--- src/rtl/vga_timing_gen.sv ---
//============================================================================
// Module      : vga_timing_gen
// Description : 1280x720@60 raster timing generator. Free-running pixel and
//               line counters drive xaddr/yaddr to the sprite stages. Sync
//               and data-enable pass through a programmable delay line so
//               they meet sprite colour data after the sprite address
//               register plus BRAM read latency. Also provides a
//               once-per-frame vblank tick and an 8-bit frame counter.
// Revision    : 1.0 - initial release
//============================================================================
`timescale 1ns/1ps
`default_nettype none

module vga_timing_gen #(
    parameter int H_ACTIVE = 1280,
    parameter int H_FP     = 110,
    parameter int H_SYNC   = 40,
    parameter int H_BP     = 220,
    parameter int V_ACTIVE = 720,
    parameter int V_FP     = 5,
    parameter int V_SYNC   = 5,
    parameter int V_BP     = 20,
    parameter bit HS_POL   = 1'b1,
    parameter bit VS_POL   = 1'b1,
    parameter int PIPE_DLY = 2
) (
    input  logic        clk,
    input  logic        rst,
    output logic [10:0] xaddr,
    output logic [9:0]  yaddr,
    output logic        hsync,
    output logic        vsync,
    output logic        de,
    output logic        vblank_tick,
    output logic [7:0]  frame_cnt
);

    // ------------------------------------------------------------------
    // Timing constants, held at full counter width so every compare is
    // unsigned and full-width.
    // ------------------------------------------------------------------
    localparam int H_TOTAL = H_ACTIVE + H_FP + H_SYNC + H_BP;
    localparam int V_TOTAL = V_ACTIVE + V_FP + V_SYNC + V_BP;

    localparam logic [10:0] c_H_LAST     = 11'(H_TOTAL - 1);
    localparam logic [10:0] c_H_ACT      = 11'(H_ACTIVE);
    localparam logic [10:0] c_HS_START   = 11'(H_ACTIVE + H_FP);
    localparam logic [10:0] c_HS_END     = 11'(H_ACTIVE + H_FP + H_SYNC);

    localparam logic [9:0]  c_V_LAST     = 10'(V_TOTAL - 1);
    localparam logic [9:0]  c_V_ACT      = 10'(V_ACTIVE);
    localparam logic [9:0]  c_VS_START   = 10'(V_ACTIVE + V_FP);
    localparam logic [9:0]  c_VS_END     = 10'(V_ACTIVE + V_FP + V_SYNC);

    localparam logic        c_HS_IDLE    = ~HS_POL;
    localparam logic        c_VS_IDLE    = ~VS_POL;

    // ------------------------------------------------------------------
    // State
    // ------------------------------------------------------------------
    logic        r_run;      // low for the first edge after reset release
    logic [10:0] r_hcnt;
    logic [9:0]  r_vcnt;
    logic [7:0]  r_frame_cnt;
    logic        r_tick;

    // Stage-0 timing registers, aligned with r_hcnt/r_vcnt.
    logic        r_hs_s0;
    logic        r_vs_s0;
    logic        r_de_s0;

    // ------------------------------------------------------------------
    // Next-count and decode logic
    // ------------------------------------------------------------------
    logic        w_h_last;
    logic        w_v_last;
    logic [10:0] w_hcnt_nxt;
    logic [9:0]  w_vcnt_nxt;
    logic        w_de_raw;
    logic        w_hs_raw;
    logic        w_vs_raw;
    logic        w_tick_raw;
    logic        w_frame_wrap;

    assign w_h_last     = (r_hcnt == c_H_LAST);
    assign w_v_last     = (r_vcnt == c_V_LAST);
    assign w_frame_wrap = r_run && w_h_last && w_v_last;

    // Compute the count that will be presented after this edge. The first
    // edge after reset release holds (0,0) so that the stage-0 timing
    // registers are loaded with the decode of pixel (0,0) at the same time
    // xaddr/yaddr present it; counting proper begins on the following edge.
    always_comb begin
        w_hcnt_nxt = 11'd0;
        w_vcnt_nxt = 10'd0;
        if (r_run) begin
            if (w_h_last) begin
                w_hcnt_nxt = 11'd0;
                w_vcnt_nxt = w_v_last ? 10'd0 : (r_vcnt + 10'd1);
            end else begin
                w_hcnt_nxt = r_hcnt + 11'd1;
                w_vcnt_nxt = r_vcnt;
            end
        end
    end

    // Decode raw timing from the upcoming count; registering it lines the
    // stage-0 outputs up with the registered xaddr/yaddr.
    assign w_de_raw   = (w_hcnt_nxt < c_H_ACT) && (w_vcnt_nxt < c_V_ACT);
    assign w_hs_raw   = (w_hcnt_nxt >= c_HS_START) && (w_hcnt_nxt < c_HS_END);
    assign w_vs_raw   = (w_vcnt_nxt >= c_VS_START) && (w_vcnt_nxt < c_VS_END);
    assign w_tick_raw = (w_hcnt_nxt == 11'd0) && (w_vcnt_nxt == c_V_ACT);

    // Counters, frame counter, vblank tick and stage-0 timing registers.
    always_ff @(posedge clk) begin
        if (!rst) begin
            r_run       <= 1'b0;
            r_hcnt      <= 11'd0;
            r_vcnt      <= 10'd0;
            r_frame_cnt <= 8'd0;
            r_tick      <= 1'b0;
            r_hs_s0     <= c_HS_IDLE;
            r_vs_s0     <= c_VS_IDLE;
            r_de_s0     <= 1'b0;
        end else begin
            r_run   <= 1'b1;
            r_hcnt  <= w_hcnt_nxt;
            r_vcnt  <= w_vcnt_nxt;
            r_tick  <= w_tick_raw;
            r_hs_s0 <= w_hs_raw ? HS_POL : c_HS_IDLE;
            r_vs_s0 <= w_vs_raw ? VS_POL : c_VS_IDLE;
            r_de_s0 <= w_de_raw;
            if (w_frame_wrap) begin
                r_frame_cnt <= r_frame_cnt + 8'd1;
            end
        end
    end

    // ------------------------------------------------------------------
    // Programmable delay on hsync/vsync/de. Stages carry polarity-applied
    // values so reset fills every stage with the idle level and no stale
    // sync pulse can drain out after a reset.
    // ------------------------------------------------------------------
    generate
        if (PIPE_DLY > 0) begin : g_dly
            logic [PIPE_DLY-1:0] r_hs_dly;
            logic [PIPE_DLY-1:0] r_vs_dly;
            logic [PIPE_DLY-1:0] r_de_dly;

            // Shift the stage-0 timing through PIPE_DLY further registers.
            always_ff @(posedge clk) begin
                if (!rst) begin
                    r_hs_dly <= {PIPE_DLY{c_HS_IDLE}};
                    r_vs_dly <= {PIPE_DLY{c_VS_IDLE}};
                    r_de_dly <= '0;
                end else begin
                    r_hs_dly[0] <= r_hs_s0;
                    r_vs_dly[0] <= r_vs_s0;
                    r_de_dly[0] <= r_de_s0;
                    for (int i = 1; i < PIPE_DLY; i++) begin
                        r_hs_dly[i] <= r_hs_dly[i-1];
                        r_vs_dly[i] <= r_vs_dly[i-1];
                        r_de_dly[i] <= r_de_dly[i-1];
                    end
                end
            end

            assign hsync = r_hs_dly[PIPE_DLY-1];
            assign vsync = r_vs_dly[PIPE_DLY-1];
            assign de    = r_de_dly[PIPE_DLY-1];
        end else begin : g_nodly
            assign hsync = r_hs_s0;
            assign vsync = r_vs_s0;
            assign de    = r_de_s0;
        end
    endgenerate

    // ------------------------------------------------------------------
    // Undelayed outputs
    // ------------------------------------------------------------------
    assign xaddr       = r_hcnt;
    assign yaddr       = r_vcnt;
    assign vblank_tick = r_tick;
    assign frame_cnt   = r_frame_cnt;

endmodule

`default_nettype wire

--- config.mk ---
export PLATFORM = sky130hd
export DESIGN_NAME = vga_timing_gen
export DESIGN_NICKNAME = d
export VERILOG_FILES = /design/src/rtl/vga_timing_gen.sv
export SDC_FILE = /design/constraint.sdc
export NUM_CORES = 1
export LEC_CHECK = 0
export CORE_MARGIN = 2
export CORE_UTILIZATION = 57
export DETAILED_ROUTE_END_ITERATION = 16
export PLACE_DENSITY = 0.84
export SLEW_MARGIN = 20
export SYNTH_ARGS = -nofsm -noshare
export SYNTH_HDL_FRONTEND = slang
export SYNTH_SLANG_ARGS = --single-unit
--- constraint.sdc ---
create_clock -name clk -period 6.4 [get_ports clk]
set_input_delay 0.96 -clock clk [delete_from_list [all_inputs] [get_ports clk]]
set_output_delay 0.96 -clock clk [all_outputs]
set_load 0.01 [all_outputs]
==> results of run 1 <==
==> critical path: cells and delay by family (launching register included) <==
| kind | cells | cell delay [ns] |
|---|---|---|
| simple gates | 5 | 1.85 |
| flops | 1 | 0.65 |
| compound gates | 1 | 0.14 |
==> cells in the final DEF, fill, tap and decap left out, drive strengths merged, types with 2 or more instances in the layout <==
cell type and count:
and2 8, nor2 35, nor3b 2, nor4 3, xnor2 12, nand4b 2
a21oi 9, o22ai 2, a41oi 2, nor2b 4, clkdlybuf4s50 34, clkinv 3
nand4bb 2, nand2 19, ha 5, nand4 6, clkbuf 5, xor2 12
a211oi 4, nor3 6, dfxtp 40, o31ai 2, or3 6, and3 8
nand2b 4, inv 5, nand3 11, o21ai 9, and4 4
==> final cells by class <==
class	count	area share
multi-input combinational	194	0.490
inverter	6	0.00856
clock inverter	3	0.0181
timing repair buffer	34	0.129
tap	48	0.0228
clock buffer	5	0.0262
sequential	40	0.304
==> registers in the layout, summed over array words and instances, names as in the netlist <==
name            count
vblank_tick         1
xaddr              11
g_dly.r_de_dly      2
r_de_s0             1
g_dly.r_hs_dly      2
yaddr              10
r_run               1
r_vs_s0             1
r_hs_s0             1
frame_cnt           8
g_dly.r_vs_dly      2
==> routing by layer <==
metal  part of all wire  vias to the layer above  global-route usage
met5                  0                        -                   0
met4              0.017                        0               0.105
met3              0.045                        8              0.0443
met2               0.47                       51               0.391
met1               0.46                      876               0.299
li1                   -                      958                   -
==> power groups by stage <==
stage               logic, uW  registers [uW]  clock network [uW]
CTS                      11.1             253                 213
detailed placement       11.0             259                   0
global route             12.2             253                 222
finish                   11.0             253                 212
floorplan                7.53             258                   0
global placement         10.7             259                   0
==> kinds of logic (layout without fill, tap and decap cells) <==
group / after synthesis / after routing / synth area share
AO/OA/AOI/OAI: 41 / 41 / 0.132
XOR/XNOR: 24 / 24 / 0.0958
adder cells (fa/ha/maj): 5 / 5 / 0.0285
buffers and inverters: 22 / 48 / 0.0468
flip-flops: 40 / 40 / 0.365
multiplexers: 1 / 1 / 0.00456
AND/OR/NAND/NOR: 123 / 123 / 0.327
==> per-stage QoR <==
step	hold slack (ns)	instances	worst slack (ns)
final	0.426	330	3.70
after global routing	0.438	330	3.44
after CTS	0.430	330	3.68
after detailed placement	0.420	322	3.69
after global placement	0.416	322	3.79
after floorplan	0.412	256	4.20
==> final timing paths <==
path                  startpoint                           end  cells after the start  slack (ns)
max reg2reg  xaddr[4]$_SDFF_PN0_     frame_cnt[5]$_SDFFE_PN0P_                      6        3.70
max          xaddr[4]$_SDFF_PN0_     frame_cnt[5]$_SDFFE_PN0P_                      6        3.70
min reg2reg   r_hs_s0$_SDFF_PN0_  g_dly.r_hs_dly[0]$_SDFF_PN0_                      1        0.43
min           r_hs_s0$_SDFF_PN0_  g_dly.r_hs_dly[0]$_SDFF_PN0_                      1        0.43
==> results.sh, run 1 <==
export IMPL_drtIter0Drc=115
export IMPL_fmax_ghz=0.370
export IMPL_drv_slew=0
export IMPL_register_area_um2=801
export IMPL_final_setup_viol_count=0
export IMPL_synth_common_cells="dfxtp_1 (40), nor2_1 (35), nand2_1 (19)"
export IMPL_avgSynthCellArea_um2=8.57
export IMPL_synth_top_area_cell="dfxtp_1"
export IMPL_critPathMostFrequentCell="nand2_1"
export IMPL_cts_tree="done"
export IMPL_num_vias=1893
export IMPL_antenna_left=0
export IMPL_antenna_found_initial=0
export IMPL_hpwlAfterDp_um=3370
export IMPL_vdd_drop_max_mv=0.110
export IMPL_critical_path_cell_chain="nand2_1 -> nor3_2 -> and3_1 -> nand2_1 -> or3_1 -> a21oi_1"
export IMPL_io_pins=35
export IMPL_min_path_type="register to register"
export IMPL_synth_seq_area_share=0.365
export IMPL_p_clk_frac=0.445
export IMPL_grt_max_degree=19
export IMPL_cts_setup_buffers=0
export IMPL_ys_ff_latch=40
export IMPL_wire_per_inst_um=14.1
export IMPL_n_fill_cell=318
export IMPL_start_util=0.595
export IMPL_power_frac_seq=0.531
export IMPL_cp_required_ns=6.64
export IMPL_die_w_um=66.0
export IMPL_synth_nets=263
export IMPL_max_stage_delay_ns=0.70
export IMPL_grt_overflow=0
export IMPL_drc=0
export IMPL_syn_cell_area_um2=2190
export IMPL_synthTopCellsByArea="dfxtp_1 (37%), nor2_1 (6.0%), xnor2_1 (4.8%), xor2_1 (4.8%), nand2_1 (3.3%)"
export IMPL_dr_pass1_iters=4
export IMPL_ctsLongestPathBuffers=2
export IMPL_status="complete, no violations"
export IMPL_antennaDiodeCount=0
export IMPL_die_area_um2=4360
export IMPL_holdBufCountCts=0
export IMPL_wl_um=4660
export IMPL_async_reset_ff_frac=0
export IMPL_multi_input_area_um2=1290
export IMPL_finalWeightedCongestion=0.826
export IMPL_power_density_nw_per_um2=181
export IMPL_finalCriticalPeriod_ns=2.70
export IMPL_fin_area_um2=2630
export IMPL_grt_pass1_wl_um=7850
export IMPL_grt_usage=0.237
export IMPL_rows=22
export IMPL_fp_coreArea_um2=3690
export IMPL_worstSkewPairLatency_ns=0.30
export IMPL_die_h_um=66.0
export IMPL_rsz0062_at_grt="no"
export IMPL_synth_top_area_share=0.365
export IMPL_port_buffers=34
export IMPL_cts_sinks=40
export IMPL_yosysMostFrequentCell="dfxtp_1"
export IMPL_hold_viol_final=0
export IMPL_critPathArrivalTime_ns=2.94
export IMPL_drive_above_1_share=0.0674
export IMPL_final_util=0.713
export IMPL_cts_made_buffers=5
export IMPL_power_switching_uw=104
export IMPL_grt_pass1_vias=1711
export IMPL_syn_inst=256
export IMPL_power_total_uw=476
export IMPL_synth_distinct_cells=53
export IMPL_switching_share=0.218
export IMPL_start_kind="register"
export IMPL_cts_root_buf="clkbuf_8"
export IMPL_max_cap_violations=0
export IMPL_clk_pin_slew_worst_paths_ns=0.08
export IMPL_combPwrFrac=0.023
export IMPL_tightest_slew_ns=0.769
export IMPL_p_leak_uw=0.000871
export IMPL_htree_levels=2
export IMPL_area_growth_pct=19.9
export IMPL_finClkSkew_ns=0.0104
export IMPL_num_nets_final=288
export IMPL_fin_crit_sh=0.422
export IMPL_via_per_inst=5.74
export IMPL_critPathSlowestCell="nor3_2"
export IMPL_yosys_warnings=0
export IMPL_ys_flop_type="dfxtp_1"
export IMPL_crit_path_max_fanout=18
export IMPL_internal_power_uw=372
export IMPL_cp_end_kind="register"
export IMPL_synth_edf_count=0
export IMPL_finalSetupTns_ns=0
export IMPL_slew_headroom=0.485
export IMPL_crit_type="register to register"
export IMPL_post_dp_cell_area_um2=2510
export IMPL_cts_resized=0
Note: power is estimated with default switching activity, not from simulation.
==> inputs of run 2 (changes only) <==
--- a/config.mk
+++ b/config.mk
@@ -6,9 +6,9 @@
 export NUM_CORES = 1
 export LEC_CHECK = 0
 export CORE_MARGIN = 2
-export CORE_UTILIZATION = 57
+export CORE_UTILIZATION = 53
 export DETAILED_ROUTE_END_ITERATION = 16
-export PLACE_DENSITY = 0.84
+export PLACE_DENSITY = 0.79
 export SLEW_MARGIN = 20
 export SYNTH_ARGS = -nofsm -noshare
 export SYNTH_HDL_FRONTEND = slang
==> constraint.sdc (replaced) <==
create_clock -name clk -period 2.7 [get_ports clk]
set_input_delay 0.405 -clock clk [delete_from_list [all_inputs] [get_ports clk]]
set_output_delay 0.405 -clock clk [all_outputs]
set_load 0.01 [all_outputs]
==> run 2 against run 1 <==
Compared with the run above:
- maximum frequency up 13%
- register-to-register slack worse by 3.4 ns
- hold slack better by 0.0091 ns
- clock skew down 0.0048 ns
- first-iteration DRC count up 3.5%
- flip-flop and latch count unchanged
- sequential share of layout area down 0.84 points
- via count up 3.4%
- utilization down 3.7 points
- cell count up 2.7%
- critical endpoint is now vblank_tick$_SDFF_PN0_
- highest routed layer unchanged
==> results.sh, run 2 (synthesized netlist as in run 1, its figures left out) <==
export IMPL_critical_path_cell_chain="ha_1 -> nand4bb_4 -> or3_4 -> or3_1 -> xor2_1 -> nand4b_1 -> nor4_2"
export IMPL_rsz0062_at_grt="no"
export IMPL_crit_path_max_fanout=7
export IMPL_grt_max_degree=18
export IMPL_cts_tree="done"
export IMPL_grt_usage=0.236
export IMPL_finalWeightedCongestion=0.867
export IMPL_slew_headroom=0.605
export IMPL_via_per_inst=5.78
export IMPL_drive_above_1_share=0.0900
export IMPL_final_common_cell="dfxtp_1"
export IMPL_internal_power_uw=969
export IMPL_wl_um=4960
export IMPL_place_ws_ns=0.336
export IMPL_rows=23
export IMPL_cp_end_kind="register"
export IMPL_power_total_uw=1200
export IMPL_num_nets_final=296
export IMPL_p_leak_uw=0.000919
export IMPL_holdBufCountCts=0
export IMPL_power_switching_uw=233
export IMPL_post_dp_cell_area_um2=2580
export IMPL_cts_sinks=40
export IMPL_port_buffers=34
export IMPL_final_cell_mix="dfxtp_1 (40), nor2_1 (35), clkdlybuf4s50_1 (34), nand2_1 (19)"
export IMPL_reg2reg_from="xaddr[0]$_SDFF_PN0_"
export IMPL_combPwrFrac=0.023
export IMPL_setup_worst_path_start="xaddr[0]$_SDFF_PN0_"
export IMPL_clk_pin_slew_worst_paths_ns=0.07
export IMPL_min_path_type="register to register"
export IMPL_start_kind="register"
export IMPL_worstSkewPairLatency_ns=0.30
export IMPL_r2r_end="vblank_tick$_SDFF_PN0_"
export IMPL_rr_worst_depth=7
export IMPL_drtIter0Drc=119
export IMPL_switching_share=0.194
export IMPL_cts_made_buffers=5
export IMPL_status="complete, no violations"
export IMPL_wire_per_inst_um=14.6
export IMPL_hp_start="g_dly.r_vs_dly[0]$_SDFF_PN0_"
export IMPL_hold_viol_final=0
export IMPL_die_area_um2=4670
export IMPL_start_util=0.548
export IMPL_finClkSkew_ns=0.00566
export IMPL_fp_coreArea_um2=4000
export IMPL_die_h_um=68.3
export IMPL_final_setup_viol_count=0
export IMPL_fin_crit_sh=0.889
export IMPL_finalCriticalPeriod_ns=2.40
export IMPL_finalSetupTns_ns=0
export IMPL_cp_required_ns=2.90
export IMPL_critPathArrivalTime_ns=2.60
export IMPL_antennaDiodeCount=0
export IMPL_reg2reg_slack_ns=0.30
export IMPL_grt_overflow=0
export IMPL_cts_setup_buffers=0
export IMPL_die_w_um=68.3
export IMPL_fmax_ghz=0.417
export IMPL_hold_end="g_dly.r_vs_dly[1]$_SDFF_PN0_"
export IMPL_critPathSlowestCell="dfxtp_1"
export IMPL_drv_slew=0
export IMPL_grt_pass1_wl_um=8200
export IMPL_layout_setup_ws_ns=0.300
export IMPL_p_clk_frac=0.479
export IMPL_power_density_nw_per_um2=444
export IMPL_fin_area_um2=2710
export IMPL_cts_resized=0
export IMPL_largest_reg_flops=11
export IMPL_grt_pass1_vias=1761
export IMPL_tightest_slew_ns=0.591
export IMPL_max_cap_violations=0
export IMPL_vdd_drop_max_mv=0.260
export IMPL_num_vias=1958
export IMPL_ctsLongestPathBuffers=2
export IMPL_antenna_left=0
export IMPL_cts_root_buf="clkbuf_8"
export IMPL_htree_levels=2
export IMPL_io_pins=35
export IMPL_crit_type="register to register"
export IMPL_hold_depth=1
export IMPL_max_stage_delay_ns=0.43
export IMPL_dr_pass1_iters=4
export IMPL_antenna_found_initial=0
export IMPL_power_frac_seq=0.498
export IMPL_area_growth_pct=23.3
export IMPL_drc=0
export IMPL_hpwlAfterDp_um=3480
==> run 2: cell types whose count changed in the layout (fill, tap and decap cells not counted), sizes merged <==
cell,delta
buf,+8
bufinv,+1
clkinv,-2
==> run 2: power groups by stage <==
stage | Clock (uW) | Combinational (uW) | Sequential, uW
after floorplan | 0 | 17.8 | 611
after detailed placement | 0 | 27.6 | 613
after global routing | 603 | 30.7 | 600
final | 576 | 27.8 | 599
after CTS | 580 | 28.2 | 599
after global placement | 0 | 28.0 | 612
==> run 2: critical path: cells and delay by family, from the launching register on <==
family | cells | cell delay (ns)
simple gates | 5 | 1.45
flops | 1 | 0.43
fa+ha+maj | 1 | 0.23
xor+xnor | 1 | 0.21
==> run 2: worst max path at each step <==
stage / to / depth (start not counted)
finish: vblank_tick$_SDFF_PN0_ / 7
floorplan: vblank_tick$_SDFF_PN0_ / 7
global route: vblank_tick$_SDFF_PN0_ / 7
global placement: vblank_tick$_SDFF_PN0_ / 7
CTS: vblank_tick$_SDFF_PN0_ / 7
detailed placement: vblank_tick$_SDFF_PN0_ / 7
==> run 2: layout make-up <==
class                   instances  area (um^2)
fillers                       356         1290
multi-input cells             194         1290
flip-flops and latches         40          801
repair buffers                 42          400
clock buffers                   5         68.8
well taps                      50         62.6
clock inverters                 2         60.1
inverters                       6         22.5
==> run 2: metrics by stage <==
stage	hold WS (ns)	cells	utilization
after global placement	0.413	332	0.644
final	0.435	339	0.676
after detailed placement	0.419	332	0.644
after CTS	0.437	339	0.676
after floorplan	0.412	256	-
after global routing	0.453	339	0.676
==> run 2: layer usage <==
metal  global-route usage  wire (um)  share of wire
met2                0.364       2270           0.46
met1                0.319       2310           0.47
met3               0.0625        300          0.060
met5                    0          0              0
met4               0.0775         79          0.016
==> inputs of run 3 (changes only) <==
--- a/config.mk
+++ b/config.mk
@@ -6,9 +6,11 @@
 export NUM_CORES = 1
 export LEC_CHECK = 0
 export CORE_MARGIN = 2
-export CORE_UTILIZATION = 53
+export CORE_UTILIZATION = 45
 export DETAILED_ROUTE_END_ITERATION = 16
-export PLACE_DENSITY = 0.79
+export PLACE_DENSITY = 0.69
+export RECOVER_POWER = 25
+export SKIP_CTS_REPAIR_TIMING = 1
 export SLEW_MARGIN = 20
 export SYNTH_ARGS = -nofsm -noshare
 export SYNTH_HDL_FRONTEND = slang
==> run 3 against run 2 <==
Compared with the run above:
- power is 6.6% lower
- routed wire length is 5.9% lower
- combinational power increased by 4%
- die area rose by 17%
- cell count up 6.5%
- via count fell by 1.3%
- global-route usage down 5.1 points
- clock power down 14%
- largest power group unchanged
==> results.sh, run 3 (synthesized netlist as in run 1, its figures left out) <==
export IMPL_dr_pass1_iters=4
export IMPL_p_leak_uw=0.000967
export IMPL_final_cell_mix="dfxtp_1 (40), nor2_1 (35), clkdlybuf4s50_1 (22), nand2_1 (19)"
export IMPL_start_util=0.464
export IMPL_drtIter0Drc=113
export IMPL_max_stage_delay_ns=0.44
export IMPL_drv_slew=0
export IMPL_critPathSlowestCell="dfxtp_1"
export IMPL_max_cap_violations=0
export IMPL_antennaDiodeCount=0
export IMPL_crit_path_max_fanout=7
export IMPL_io_pins=35
export IMPL_antenna_left=0
export IMPL_fin_crit_sh=0.867
export IMPL_cts_tree="done"
export IMPL_num_vias=1932
export IMPL_final_setup_viol_count=0
export IMPL_finalCriticalPeriod_ns=2.34
export IMPL_grt_max_degree=18
export IMPL_cts_root_buf="clkbuf_8"
export IMPL_fp_coreArea_um2=4720
export IMPL_grt_pass1_wl_um=7760
export IMPL_finClkSkew_ns=0.00576
export IMPL_finalSetupTns_ns=0
export IMPL_finalWeightedCongestion=0.945
export IMPL_wl_um=4670
export IMPL_drc=0
export IMPL_rows=25
export IMPL_wire_per_inst_um=12.9
export IMPL_final_common_cell="dfxtp_1"
export IMPL_area_growth_pct=24.9
export IMPL_antenna_found_initial=0
export IMPL_largest_reg_flops=11
export IMPL_die_area_um2=5450
export IMPL_port_buffers=34
export IMPL_rsz0062_at_grt="no"
export IMPL_cts_sinks=40
export IMPL_fmax_ghz=0.427
export IMPL_grt_overflow=0
export IMPL_cp_end_kind="register"
export IMPL_cts_made_buffers=5
export IMPL_grt_pass1_vias=1587
export IMPL_critical_path_cell_chain="ha_1 -> nand4bb_4 -> or3_4 -> or3_1 -> xor2_1 -> nand4b_1 -> nor4_2"
export IMPL_min_path_type="register to register"
export IMPL_hold_viol_final=0
export IMPL_crit_type="register to register"
export IMPL_critPathArrivalTime_ns=2.56
export IMPL_drive_above_1_share=0.102
export IMPL_status="complete, no violations"
export IMPL_vdd_drop_max_mv=0.209
export IMPL_start_kind="register"
export IMPL_worstSkewPairLatency_ns=0.30
export IMPL_slew_headroom=0.601
export IMPL_tightest_slew_ns=0.597
export IMPL_num_nets_final=300
export IMPL_place_ws_ns=0.359
export IMPL_htree_levels=2
export IMPL_grt_usage=0.185
export IMPL_die_h_um=73.8
export IMPL_die_w_um=73.8
export IMPL_hpwlAfterDp_um=3610
export IMPL_ctsLongestPathBuffers=2
export IMPL_layout_setup_ws_ns=0.359
export IMPL_cp_required_ns=2.92
export IMPL_via_per_inst=5.35
export IMPL_power_density_nw_per_um2=410
export IMPL_clk_pin_slew_worst_paths_ns=0.08
## run 3: final timing paths
path / from / endpoint / slack (ns) / depth (start not counted)
worst min register to register: g_dly.r_de_dly[0]$_SDFF_PN0_ / g_dly.r_de_dly[1]$_SDFF_PN0_ / 0.43 / 1
worst min-delay path: g_dly.r_de_dly[0]$_SDFF_PN0_ / g_dly.r_de_dly[1]$_SDFF_PN0_ / 0.43 / 1
worst max-delay path: xaddr[0]$_SDFF_PN0_ / vblank_tick$_SDFF_PN0_ / 0.36 / 7
worst max register to register: xaddr[0]$_SDFF_PN0_ / vblank_tick$_SDFF_PN0_ / 0.36 / 7
## run 3: report_power, final
group,internal (uW),switching (uW)
registers,594,5.06
clock network,278,217
logic,12.1,16.9
total,884,239
## run 3: routing by layer
layer,part of all wire,up-vias,track usage
met1,0.47,901,0.271
met2,0.46,53,0.268
li1,-,972,-
met5,0,-,0
met4,0.015,0,0.0727
met3,0.061,6,0.0329
## run 3: worst max-delay path: cells and delay by family (launching register included)
family                   cells  cell delay, ns
flip-flops                   1            0.44
adder cells (fa/ha/maj)      1            0.25
AND/OR/NAND/NOR              5            1.38
XOR/XNOR                     1            0.19
## run 3: area by class of cell
| class | instances | area, um^2 |
|---|---|---|
| Sequential cell | 40 | 801 |
| Timing Repair Buffer | 46 | 427 |
| Clock buffer | 5 | 68.8 |
| Tap cell | 67 | 83.8 |
| Fill cell | 465 | 1980 |
| Clock inverter | 3 | 47.5 |
| Inverter | 6 | 22.5 |
| Multi-Input combinational cell | 194 | 1290 |
## run 3: through the flow
step	power [uW]	utilization	hold WS, ns	instance area [um^2]	instances
after floorplan	629	-	0.412	2190	256
after global placement	643	0.556	0.414	2630	353
after detailed placement	643	0.556	0.419	2630	353
after CTS	1140	0.581	0.435	2740	361
after global routing	1160	0.580	0.446	2740	361
final	1120	0.580	0.433	2740	361
